**src/rtl/boot_rom_pkg.sv**
```systemverilog
// Shared constants and response type for the boot ROM interface.
// The optional error checking is enabled by defining BOOT_ROM_IF_ERR_EN.
package boot_rom_pkg;

  localparam int unsigned ROM_AW    = 10;
  localparam int unsigned ROM_WORDS = 548;

  typedef struct packed {
    logic [31:0] data;
    logic        err;
  } rom_resp_t;

  localparam rom_resp_t RESP_ZERO = '{data: 32'h0000_0000, err: 1'b0};

endpackage

```
**src/rtl/boot_rom_resp_fifo.sv**
```systemverilog
// Two-entry in-order response FIFO for the boot ROM interface.
// Callers guarantee no pop when empty and no push when full.
module boot_rom_resp_fifo
  import boot_rom_pkg::*;
(
  input  logic      CLK,
  input  logic      RSTN,
  input  logic      push,
  input  rom_resp_t push_data,
  input  logic      pop,
  output rom_resp_t head,
  output logic [1:0] count,
  output logic      full,
  output logic      empty
);

  rom_resp_t  mem_r [2];
  logic       wr_ptr_r;
  logic       rd_ptr_r;
  logic [1:0] count_r;

  // Storage, pointers and occupancy count
  always_ff @(posedge CLK or negedge RSTN) begin
    if (!RSTN) begin
      mem_r[0] <= RESP_ZERO;
      mem_r[1] <= RESP_ZERO;
      wr_ptr_r <= 1'b0;
      rd_ptr_r <= 1'b0;
      count_r  <= 2'd0;
    end else begin
      if (push) begin
        mem_r[wr_ptr_r] <= push_data;
        wr_ptr_r        <= ~wr_ptr_r;
      end
      if (pop) begin
        rd_ptr_r <= ~rd_ptr_r;
      end
      case ({push, pop})
        2'b10:   count_r <= count_r + 2'd1;
        2'b01:   count_r <= count_r - 2'd1;
        default: count_r <= count_r;
      endcase
    end
  end

  assign head  = mem_r[rd_ptr_r];
  assign count = count_r;
  assign full  = (count_r == 2'd2);
  assign empty = (count_r == 2'd0);

endmodule

```
**src/rtl/boot_rom_if.sv**
```systemverilog
// Boot ROM request/response adapter: one-cycle flow-through reads with a 2-deep skid FIFO.
// Define BOOT_ROM_IF_ERR_EN to flag writes, misaligned and out-of-range reads as errors.
module boot_rom_if
  import boot_rom_pkg::*;
#(
  parameter int unsigned ROM_WORDS = boot_rom_pkg::ROM_WORDS,
  parameter int unsigned ROM_AW    = boot_rom_pkg::ROM_AW
) (
  input  logic              CLK,
  input  logic              RSTN,
  input  logic              req_i,
  output logic              gnt_o,
  input  logic [31:0]       addr_i,
  input  logic              we_i,
  output logic              rvalid_o,
  input  logic              rready_i,
  output logic [31:0]       rdata_o,
  output logic              err_o,
  output logic              rom_csn_o,
  output logic [ROM_AW-1:0] rom_a_o,
  input  logic [31:0]       rom_q_i
);

  localparam logic [31:0] ROM_WORDS_W = 32'(ROM_WORDS);

  logic [ROM_AW-1:0] word_idx_s;
  logic              req_err_s;
  logic              no_access_s;
  logic              accept_s;
  logic [1:0]        occ_s;
  logic              inflight_r;
  logic              inflight_zero_r;
  logic              inflight_err_r;
  rom_resp_t         flow_resp_s;
  rom_resp_t         fifo_head_s;
  rom_resp_t         resp_out_s;
  logic [1:0]        fifo_count_s;
  logic              fifo_full_s;
  logic              fifo_empty_s;
  logic              push_s;
  logic              pop_s;
  logic              unused_s;

  assign word_idx_s = addr_i[ROM_AW+1:2];

`ifdef BOOT_ROM_IF_ERR_EN
  assign req_err_s   = we_i | (addr_i[1:0] != 2'b00) | (32'(word_idx_s) >= ROM_WORDS_W);
  assign no_access_s = req_err_s;
`else
  // Misaligned and out-of-range reads simply use the truncated index
  assign req_err_s   = 1'b0;
  assign no_access_s = we_i;
`endif

  assign occ_s     = {1'b0, inflight_r} + fifo_count_s;
  assign gnt_o     = RSTN & req_i & (occ_s < 2'd2);
  assign accept_s  = req_i & gnt_o;
  assign rom_csn_o = ~(accept_s & ~no_access_s);
  assign rom_a_o   = RSTN ? word_idx_s : {ROM_AW{1'b0}};

  // Tracks the request whose ROM data arrives this cycle
  always_ff @(posedge CLK or negedge RSTN) begin
    if (!RSTN) begin
      inflight_r      <= 1'b0;
      inflight_zero_r <= 1'b0;
      inflight_err_r  <= 1'b0;
    end else begin
      inflight_r      <= accept_s;
      inflight_zero_r <= accept_s & no_access_s;
      inflight_err_r  <= accept_s & req_err_s;
    end
  end

  assign flow_resp_s.data = inflight_zero_r ? 32'h0000_0000 : rom_q_i;
  assign flow_resp_s.err  = inflight_err_r;

  // The in-flight response skips the FIFO only when it is empty and the consumer is ready
  assign push_s = inflight_r & ~(fifo_empty_s & rready_i);
  assign pop_s  = ~fifo_empty_s & rready_i;

  boot_rom_resp_fifo u_resp_fifo (
    .CLK       (CLK),
    .RSTN      (RSTN),
    .push      (push_s),
    .push_data (flow_resp_s),
    .pop       (pop_s),
    .head      (fifo_head_s),
    .count     (fifo_count_s),
    .full      (fifo_full_s),
    .empty     (fifo_empty_s)
  );

  // Response selection: FIFO head has priority to keep ordering
  always_comb begin
    rvalid_o   = 1'b0;
    resp_out_s = RESP_ZERO;
    if (!fifo_empty_s) begin
      rvalid_o   = 1'b1;
      resp_out_s = fifo_head_s;
    end else if (inflight_r) begin
      rvalid_o   = 1'b1;
      resp_out_s = flow_resp_s;
    end else begin
      rvalid_o   = 1'b0;
      resp_out_s = RESP_ZERO;
    end
  end

  assign rdata_o = resp_out_s.data;
  assign err_o   = resp_out_s.err;

  assign unused_s = ^{addr_i[31:ROM_AW+2], addr_i[1:0], fifo_full_s};

endmodule

```
**config.mk**
```make
export PLATFORM = sky130hd
export DESIGN_NAME = boot_rom_if
export DESIGN_NICKNAME = d
export VERILOG_FILES = /design/src/rtl/boot_rom_pkg.sv /design/src/rtl/boot_rom_resp_fifo.sv /design/src/rtl/boot_rom_if.sv
export SDC_FILE = /design/constraint.sdc
export NUM_CORES = 1
export LEC_CHECK = 0
export CAP_MARGIN = 0
export CELL_PAD_IN_SITES_DETAIL_PLACEMENT = 2
export CELL_PAD_IN_SITES_GLOBAL_PLACEMENT = 2
export CORE_MARGIN = 2
export CORE_UTILIZATION = 30
export CTS_BUF_LIST = sky130_fd_sc_hd__clkbuf_2
export DETAILED_ROUTE_END_ITERATION = 8
export PLACE_DENSITY = 0.79
export RECOVER_POWER = 25
export SLEW_MARGIN = 20
export SYNTH_ARGS = -nofsm -noshare
export SYNTH_HDL_FRONTEND = slang
export SYNTH_SLANG_ARGS = --single-unit
```
**constraint.sdc**
```tcl
create_clock -name CLK -period 1.9 [get_ports CLK]
set_input_delay 0.285 -clock CLK [delete_from_list [all_inputs] [get_ports CLK]]
set_output_delay 0.285 -clock CLK [all_outputs]
set_load 0.01 [all_outputs]
```
==> results of run 1 <==
## per-layer routing
| layer | part of all wire, % | vias up | track usage (%) |
|---|---|---|---|
| met5 | 0 | - | 0 |
| met2 | 53 | 81 | 33.8 |
| met4 | 0.96 | 0 | 3.87 |
| met3 | 3.6 | 9 | 3.19 |
| li1 | - | 1435 | - |
| met1 | 43 | 1624 | 23.2 |
## synthesized netlist by cell type (2+ instances only)
master    instances  area, sq um
buf_1             3         11.3
buf_6             7         78.8
clkbuf_1          7         26.3
buf_2             8         40.0
nor2_1            2         7.51
nand3_1          33          165
nand2b_1          2         12.5
buf_4             2         15.0
o21ai_0          32          160
nand2_1           3         11.3
a21oi_1           2         10.0
mux2i_1          32          320
and2_1           11         68.8
dfrtp_1          70         1750
mux2_4           60          901
xnor2_1           3         26.3
mux2_2            4         45.0
xor2_1            2         17.5
nor2b_1          33          206
## registers in the layout, indices dropped and copies added (netlist names)
signal and flops:
inflight_r 1, u_resp_fifo.wr_ptr_r 1, u_resp_fifo.mem_r 64, u_resp_fifo.rd_ptr_r 1, u_resp_fifo.count 2, inflight_zero_r 1
## metrics by stage
step	worst slack (ps)	hold WS, ps	cell area, sq um
floorplan	375	-10.6	3950
global placement	-104	489	5380
detailed placement	-177	494	5380
CTS	-274	40.4	5800
global route	-368	268	6220
finish	-251	237	6220
## power groups by stage
| stage | Sequential [uW] | Combinational [uW] | Clock (uW) |
|---|---|---|---|
| 6_report | 2790 | 6060 | 887 |
| 5_1_grt | 2880 | 6470 | 975 |
| 4_1_cts | 2700 | 5420 | 909 |
| 3_5_place_dp | 2710 | 4750 | 0 |
| 3_3_place_gp | 2640 | 4610 | 0 |
| 2_1_floorplan | 2530 | 2780 | 0 |
## area by class of cell
cell class                      count  area (sq um)
Clock inverter                      5          50.0
Clock buffer                       11          55.1
Sequential cell                    70          1750
Tap cell                          172           215
Fill cell                        1290          6500
Inverter                            1          3.75
Timing Repair Buffer              171          1690
Multi-Input combinational cell    225          2450
## cells by family after synthesis
logic type                 count (synthesis)  share of synthesized area [%]
xor gates and xnor gates                   5                           1.11
adders and majority gates                  1                          0.317
and+or+nand+nor                           87                           13.1
buffers and inverters                     28                           4.44
AOI/OAI and AO/OA                         35                           4.50
DFF                                       70                           44.4
other                                      1                         0.0950
muxes                                     96                           32.1
## worst paths after layout
kind | slack [ps] | cells after the start | to | from
max | -250 | 7 | rdata_o[3] | u_resp_fifo.count[0]
min | 240 | 4 | inflight_r | RSTN
max reg2reg | -50 | 8 | u_resp_fifo.mem_r[21] | u_resp_fifo.count[0]
min reg2reg | 540 | 1 | u_resp_fifo.mem_r[16] | u_resp_fifo.mem_r[16]
max in group asynchronous | 280 | 2 | u_resp_fifo.rd_ptr_r | RSTN
min in group asynchronous | 430 | 2 | u_resp_fifo.mem_r[2] | RSTN
## repair_timing
action                                  CTS  global route
cloned                                    5             4
gates resized for setup                 235            61
endpoints found under the setup margin   35           100
pin swaps                                 6             5
setup buffers                            14             4
## worst min-delay path, stage by stage
cell	delay [ps]
clkbuf_2	180
nand2_1	140
buf_4	110
a21oi_1	30
==> flow_summary_export.csv, run 1 <==
group,metric,value,unit
setup_path,crit_arrival,1870,ps
die,die_h,119,um
sta,clock_skew,40.3,ps
die,io_pins,115,
route,routed_wl,13900,um
route,wl_per_cell,21.2,um
logic_synthesis,synth_seq_cells,70,
setup_path,critPathMaxFanout,6,
setup_path,crit_path_max_incr_delay,470,ps
cells_and_area,mostFrequentLayoutCell,"dfrtp_1",
logic_synthesis,async_flop_share,100,%
setup_path,cp.required,1620,ps
grt,grt_max_degree,71,
grt,grt_pass1_vias,3606,
hold_path,min_path_type,"in -> reg",
cts,numCtsBuffers,9,
power,internal-power,5960,uW
power,vdd_drop_max,0.570,mV
cts,cts_max_level,3,
power,p_sw_share,38.8,%
grt,antenna_found_initial,0,
setup_path,crit_buf_inv,4,
sta,finalSetupTns,-7950,ps
sta,worst_pin_slew,1790,ps
logic_synthesis,synth_cells,323,
logic_synthesis,syn_area,3950,sq um
logic_synthesis,ys.flop_type,"dfrtp_1",
cells_and_area,nets,548,
power,comb_power_share,62.2,%
sta,rsz0062_at_grt,"true",
cells_and_area,syn2layout_area_growth,57.5,%
die,die_x,119,um
cts,clk_pin_slew_worst_paths,230,ps
outcome,violations,"capacitance limit, slew limit, setup timing",
sta,fin_ws,-251,ps
cells_and_area,drive_above_1_share,55.1,%
power,pwr-share-seq,28.7,%
die,initial_core_util,31.0,%
sta,slew_viol_final,71,
die,coreArea,12700,sq um
power,net-switching-power,3780,uW
route,vias,3149,
sta,min_period,2150,ps
placed_design,dp_hpwl,7700,um
route,ant_nets,0,
power,pwr-share-clk,9.1,%
placed_design,gp_congestion,0.690,
job,max_cap_viol_count,1,
route,drc,0,
logic_synthesis,ys_seq_area_share,44.4,%
cts,cts_tree,"built",
placed_design,placement.io_buffers,91,
power,power_leakage,0.00272,uW
outcome,status,"finished, violations left",
cts,ctsHoldBuffers,0,
setup_path,path_common_cell,"buf_8",
logic_synthesis,synth_nets,393,
setup_path,startpoint_type,"flip-flop",
setup_path,end_kind,"output pin",
sta,relSlewSlack,-19.1,%
logic_synthesis,yosysWarnings,0,
cells_and_area,final_cell_mix,"69 x dfrtp_1, 61 x mux2_4, 55 x clkdlybuf4s50_1",
sta,finalSetupViolCount,71,
power,p_per_area,1570,nW/um^2
placed_design,numPlacedInstances,612,
die,fp-row-count,41,
route,via_per_inst,4.81,
grt,grtUsageTotal,18.7,%
cts,clk_latency,550,ps
sta,fin_crit_sh,113,%
grt,grt_overflow_total,0,
sta,hold_violations,0,
sta,clock.fmax,465,MHz
die,fp.dieArea,14100,sq um
logic_synthesis,synth_edf_count,0,
power,power,9740,uW
setup_path,crit_slowest_cell,"dfrtp_1",
route,drt-pass1-iter-count,4,
grt,grt_pass1_wl,20600,um
cells_and_area,stdcell_count,655,
setup_path,critPathKind,"reg -> out",
setup_path,cpLargestDelayFamily,"buffers and inverters",
logic_synthesis,synth.avg_cell_area,12.2,sq um
cts,cts.sinks,70,
cts,cts_buffer_depth,2,
cts,cts_root_buffer,"clkbuf_2",
setup_path,worstPathCellList,"nor2_4 -> buf_6 -> buf_8 -> buf_8 -> nand3_2 -> o21ai_1 -> buf_2",
cells_and_area,n_antenna_cell,0,
logic_synthesis,synth.distinct_cells,26,
route,drt-initial-drc-count,104,
cells_and_area,fin_util,48.9,%
Note: power is estimated with default switching activity, not from simulation.
==> run 2: changes to the inputs <==
Settings changed: MAX_ROUTING_LAYER from default to met4.
==> run 2 against run 1 <==
Effect of this change:
- the run still ends with capacitance limit, slew limit, setup timing left
- critical endpoint is now rdata_o[1]
- core utilization stayed put
- clock skew is 4.4 ps lower
- routed wire length is 0.16% lower
- non-clock buffer count stayed put
- critical path depth stayed put
- fmax is 0.37% lower
- final cell count stayed put
- die area stayed put
- register-to-register slack hardly changed
- combinational power hardly changed
- worst setup slack worse by 8.0 ps
- sequential share of layout area stayed put
==> flow_summary_export.csv, run 2 (same netlist as run 1, synthesis figures left out) <==
group,metric,value,unit
placed_design,numPlacedInstances,612,
sta,finalSetupViolCount,70,
power,p_per_area,1570,nW/um^2
grt,antenna_found_initial,0,
route,vias,3126,
setup_path,cp.required,1620,ps
setup_path,crit_arrival,1870,ps
outcome,status,"finished, violations left",
route,wl_per_cell,21.1,um
cts,cts_max_level,3,
cells_and_area,fin_util,48.9,%
cts,clk_pin_slew_worst_paths,230,ps
job,max_cap_viol_count,1,
sta,clock_skew,35.9,ps
cells_and_area,drive_above_1_share,55.1,%
sta,slew_viol_final,71,
cells_and_area,top_register,"u_resp_fifo.mem_r",
die,fp.dieArea,14100,sq um
sta,rsz0062_at_grt,"true",
setup_path,critPathMaxFanout,6,
cts,clk_latency,550,ps
hold_path,min_path_type,"in -> reg",
sta,min_period,2160,ps
die,io_pins,115,
cells_and_area,largest_reg_flops,64,
sta,hold_violations,0,
sta,relSlewSlack,-18.8,%
cells_and_area,syn2layout_area_growth,57.5,%
cts,cts.sinks,70,
cells_and_area,mostFrequentLayoutCell,"dfrtp_1",
die,die_x,119,um
route,ant_nets,0,
placed_design,dp_hpwl,7700,um
cells_and_area,nets,548,
sta,fin_ws,-259,ps
grt,grt_pass1_vias,3611,
route,routed_wl,13800,um
cts,cts_tree,"built",
setup_path,critPathKind,"reg -> out",
sta,fin_crit_sh,114,%
grt,grt_pass1_wl,20600,um
setup_path,end_kind,"output pin",
placed_design,placement.io_buffers,91,
route,drc,0,
grt,grtUsageTotal,19.2,%
cts,numCtsBuffers,9,
grt,grt_max_degree,71,
power,power_leakage,0.00272,uW
route,drt-initial-drc-count,115,
cts,cts_buffer_depth,2,
die,fp-row-count,41,
cells_and_area,n_antenna_cell,0,
grt,grt_overflow_total,0,
placed_design,gp_congestion,0.697,
die,die_h,119,um
die,coreArea,12700,sq um
power,vdd_drop_max,0.571,mV
die,initial_core_util,31.0,%
route,via_per_inst,4.77,
setup_path,startpoint_type,"flip-flop",
cells_and_area,final_cell_mix,"69 x dfrtp_1, 61 x mux2_4, 55 x clkdlybuf4s50_1",
cells_and_area,stdcell_count,655,
placed_design,dpl_worst_slack,-177,ps
cts,ctsHoldBuffers,0,
cts,cts_root_buffer,"clkbuf_2",
sta,worst_pin_slew,1780,ps
sta,clock.fmax,463,MHz
outcome,violations,"capacitance limit, slew limit, setup timing",
route,drt-pass1-iter-count,4,
[run 2: cell counts in the layout (fill, tap and decap cells not counted)]
Identical to the previous run, type by type.
[run 2: path summary, 6_finish.rpt]
| check | slack [ps] | from | cells past startpoint | end |
|---|---|---|---|---|
| worst min register to register | 540 | u_resp_fifo.mem_r[12] | 1 | u_resp_fifo.mem_r[12] |
| worst min-delay path | 230 | RSTN | 4 | inflight_r |
| worst max-delay path | -260 | u_resp_fifo.count[0] | 7 | rdata_o[1] |
| max in group asynchronous | 300 | RSTN | 2 | u_resp_fifo.rd_ptr_r |
| min in group asynchronous | 440 | RSTN | 2 | u_resp_fifo.mem_r[37] |
| worst max register to register | -60 | u_resp_fifo.count[0] | 8 | u_resp_fifo.mem_r[21] |
[run 2: per-layer routing]
layer / share of wire [%] / up-vias / track usage (%)
met3: 3.0 / 10 / 3.14
li1: - / 1441 / -
met4: 0.64 / 0 / 3.87
met2: 52 / 70 / 33.8
met1: 44 / 1605 / 23.2
met5: 0 / - / -
[run 2: layout make-up]
cell class                      count  area (sq um)
Fill cell                        1290          6500
Multi-Input combinational cell    225          2450
Sequential cell                    70          1750
Timing Repair Buffer              171          1690
Tap cell                          172           215
Clock buffer                       11          55.1
Clock inverter                      5          50.0
Inverter                            1          3.75
[run 2: worst max-delay path, cell delays in order (launching register included)]
cell	delay [ps]
dfrtp_1	470
nor2_4	160
buf_6	130
buf_8	110
buf_8	130
nand3_2	80
o21ai_2	80
buf_2	150
[run 2: what timing repair did]
item,4_1_cts,5_1_grt
hold endpoints to repair,0,0
buffers inserted,14,4
gates cloned,5,4
endpoints found under the setup margin,35,100
resized for setup,235,61
pin swaps,6,5
[run 2: power by group]
group          switching (uW)  total, uW  internal [uW]
Clock                     585        889            304
Sequential                581       2790           2210
Combinational            2610       6060           3450
Total                    3780       9740           5960
[run 2: metrics by stage]
stage          hold slack (ps)  cell area [sq um]  power (uW)  setup TNS (ps)
2_1_floorplan            -10.6               3950        5310               0
3_3_place_gp               489               5380        7260           -1010
3_5_place_dp               494               5380        7460           -2820
4_1_cts                   40.4               5800        9030           -6960
5_1_grt                    274               6220       10300          -13350
6_report                   230               6220        9740           -7860
==> run 3: changes to the inputs <==
Settings changed: SKIP_LAST_GASP from default to 1.
==> run 3 against run 2 <==
Effect of this change:
- the flow still finishes with violations (capacitance limit, slew limit, setup timing)
- worst hold slack gained 4.4 ps
- worst setup slack lost 50 ps
- flip-flop and latch count did not move
- final cell count rose by 0.15%
- critical path type unchanged
- critical endpoint is now rdata_o[5]
- clock power is 1% higher
- combinational power about the same
- clock skew fell by 4.9 ps
- design area down 0.46%
- core utilization fell by 0.23 points
- fmax decreased by 2.3%
==> flow_summary_export.csv, run 3 (same netlist as run 1, synthesis figures left out) <==
group,metric,value,unit
outcome,status,"finished, violations left",
outcome,violations,"capacitance limit, slew limit, setup timing",
cells_and_area,multi_input_area,2420,sq um
route,vias,3164,
cells_and_area,fin_util,48.7,%
setup_path,reg2reg_depth,9,
hold_path,whs_path_depth,4,
grt,grt_max_degree,71,
power,vdd_drop_max,0.570,mV
setup_path,critPathKind,"reg -> out",
grt,grt_overflow_total,0,
die,io_pins,115,
sta,finalSetupViolCount,81,
setup_path,critPathMaxFanout,8,
die,die_x,119,um
grt,grt_pass1_wl,20500,um
power,comb_power_share,62.1,%
setup_path,reg2reg_from,"u_resp_fifo.count[0]",
hold_path,min_from,"RSTN",
cells_and_area,area.sequential,1750,sq um
cts,cts_max_level,3,
cts,numCtsBuffers,9,
cts,ctsHoldBuffers,0,
route,routed_wl,14300,um
cells_and_area,largest_reg_flops,64,
route,via_per_inst,4.82,
power,power_leakage,0.00272,uW
cells_and_area,fillers,1287,
cells_and_area,nets,548,
grt,grt_util_met2,33.3,%
placed_design,dp_hpwl,7700,um
sta,hold_violations,0,
sta,fin_crit_sh,116,%
placed_design,gp_congestion,0.697,
cells_and_area,syn2layout_area_growth,56.8,%
die,coreArea,12700,sq um
hold_path,hold-path-endpoint,"inflight_r",
sta,clock_skew,31.0,ps
grt,busiest_layer,"met2",
power,p_per_area,1580,nW/um^2
sta,worst_pin_slew,1820,ps
setup_path,crit_arrival,1920,ps
die,die_h,119,um
sta,clock.fmax,453,MHz
sta,finalSetupTns,-9300,ps
setup_path,startpoint_type,"flip-flop",
cells_and_area,top_register,"u_resp_fifo.mem_r",
route,wl_per_cell,21.8,um
setup_path,end_kind,"output pin",
power,p_sw_share,39.2,%
die,initial_core_util,31.0,%
cells_and_area,drive_above_1_share,54.5,%
die,fp-row-count,41,
grt,grt_pass1_vias,3616,
cells_and_area,mostFrequentLayoutCell,"dfrtp_1",
sta,fin_ws,-309,ps
cts,cts.sinks,70,
die,fp.dieArea,14100,sq um
sta,rsz0062_at_grt,"true",
sta,min_period,2210,ps
route,drt-pass1-iter-count,4,
setup_path,ff2ff_setup_slack,-60,ps
sta,slew_viol_final,71,
power,pwr-share-seq,28.7,%
hold_path,min_path_type,"in -> reg",
setup_path,r2r-end,"u_resp_fifo.count[1]",
route,drc,0,
cts,cts_tree,"built",
route,ant_nets,0,
power,internal-power,5940,uW
grt,grtUsageMet3,3.14,%
grt,grtUsageTotal,19.1,%
cells_and_area,final_cell_mix,"69 x dfrtp_1, 60 x mux2_4, 55 x clkdlybuf4s50_1",
setup_path,cp.required,1620,ps
job,max_cap_viol_count,1,
cts,cts_buffer_depth,2,
grt,grtUsageMet1,23.2,%
cts,clk_pin_slew_worst_paths,220,ps
grt,antenna_found_initial,0,
placed_design,placement.io_buffers,91,
sta,relSlewSlack,-21.3,%
route,drt-initial-drc-count,103,
power,pwr-share-clk,9.2,%
cts,clk_latency,560,ps
power,net-switching-power,3830,uW
cts,cts_root_buffer,"clkbuf_2",
## run 3: what timing repair did
| action | CTS | global route |
|---|---|---|
| setup endpoints to repair | 35 | 100 |
| setup buffers | 14 | 4 |
| resized for setup | 233 | 58 |
| pin swaps | 6 | 4 |
| cloned | 5 | 4 |
## run 3: cell type report
type	instances	area share (%)
repair buffers	171	27.3
flip-flops and latches	70	28.3
well taps	172	3.48
clock inverters	5	0.808
inverters	1	0.0606
multi-input cells	225	39.1
clock buffers	11	0.889
diodes	1	0.0404
## run 3: worst max path at each step
| stage | end | slack (ps) | startpoint |
|---|---|---|---|
| 5_1_grt | rdata_o[5] | -440 | u_resp_fifo.count[1] |
| 2_1_floorplan | u_resp_fifo.count[1] | 380 | u_resp_fifo.count[0] |
| 3_5_place_dp | rdata_o[21] | -180 | rom_q_i[21] |
| 4_1_cts | rdata_o[1] | -270 | u_resp_fifo.count[0] |
| 3_3_place_gp | rdata_o[1] | -100 | rom_q_i[1] |
| 6_report | rdata_o[5] | -310 | u_resp_fifo.count[1] |
## run 3: worst max-delay path: stages, from the launching register on
cell and delay (ps):
dfrtp_1 490, nor2_4 150, buf_6 140, buf_8 120, buf_12 130, nand3_2 70
o21ai_1 100, buf_2 150
## run 3: routing by layer
metal  routed length [um]  up-vias
li1                     -     1439
met1                 6190     1636
met2                 7470       77
met3                  475       12
met4                  142        0
met5                    0        -
## run 3: power by group through the flow
stage                     Combinational (uW)  Sequential, uW  Clock [uW]
after detailed placement                4750            2710           0
after global routing                    6450            2880         992
after global placement                  4610            2640           0
after CTS                               5390            2690         909
after floorplan                         2780            2530           0
final                                   6070            2800         901
## run 3: through the flow
stage / area, sq um / instances / setup slack [ps] / hold slack [ps] / power [uW]
5_1_grt: 6190 / 655 / -435 / 244 / 10300
6_report: 6190 / 656 / -309 / 234 / 9770
2_1_floorplan: 3950 / 323 / 375 / -10.6 / 5310
4_1_cts: 5790 / 647 / -274 / 40.4 / 8990
3_3_place_gp: 5380 / 612 / -104 / 489 / 7260
3_5_place_dp: 5380 / 612 / -177 / 494 / 7460
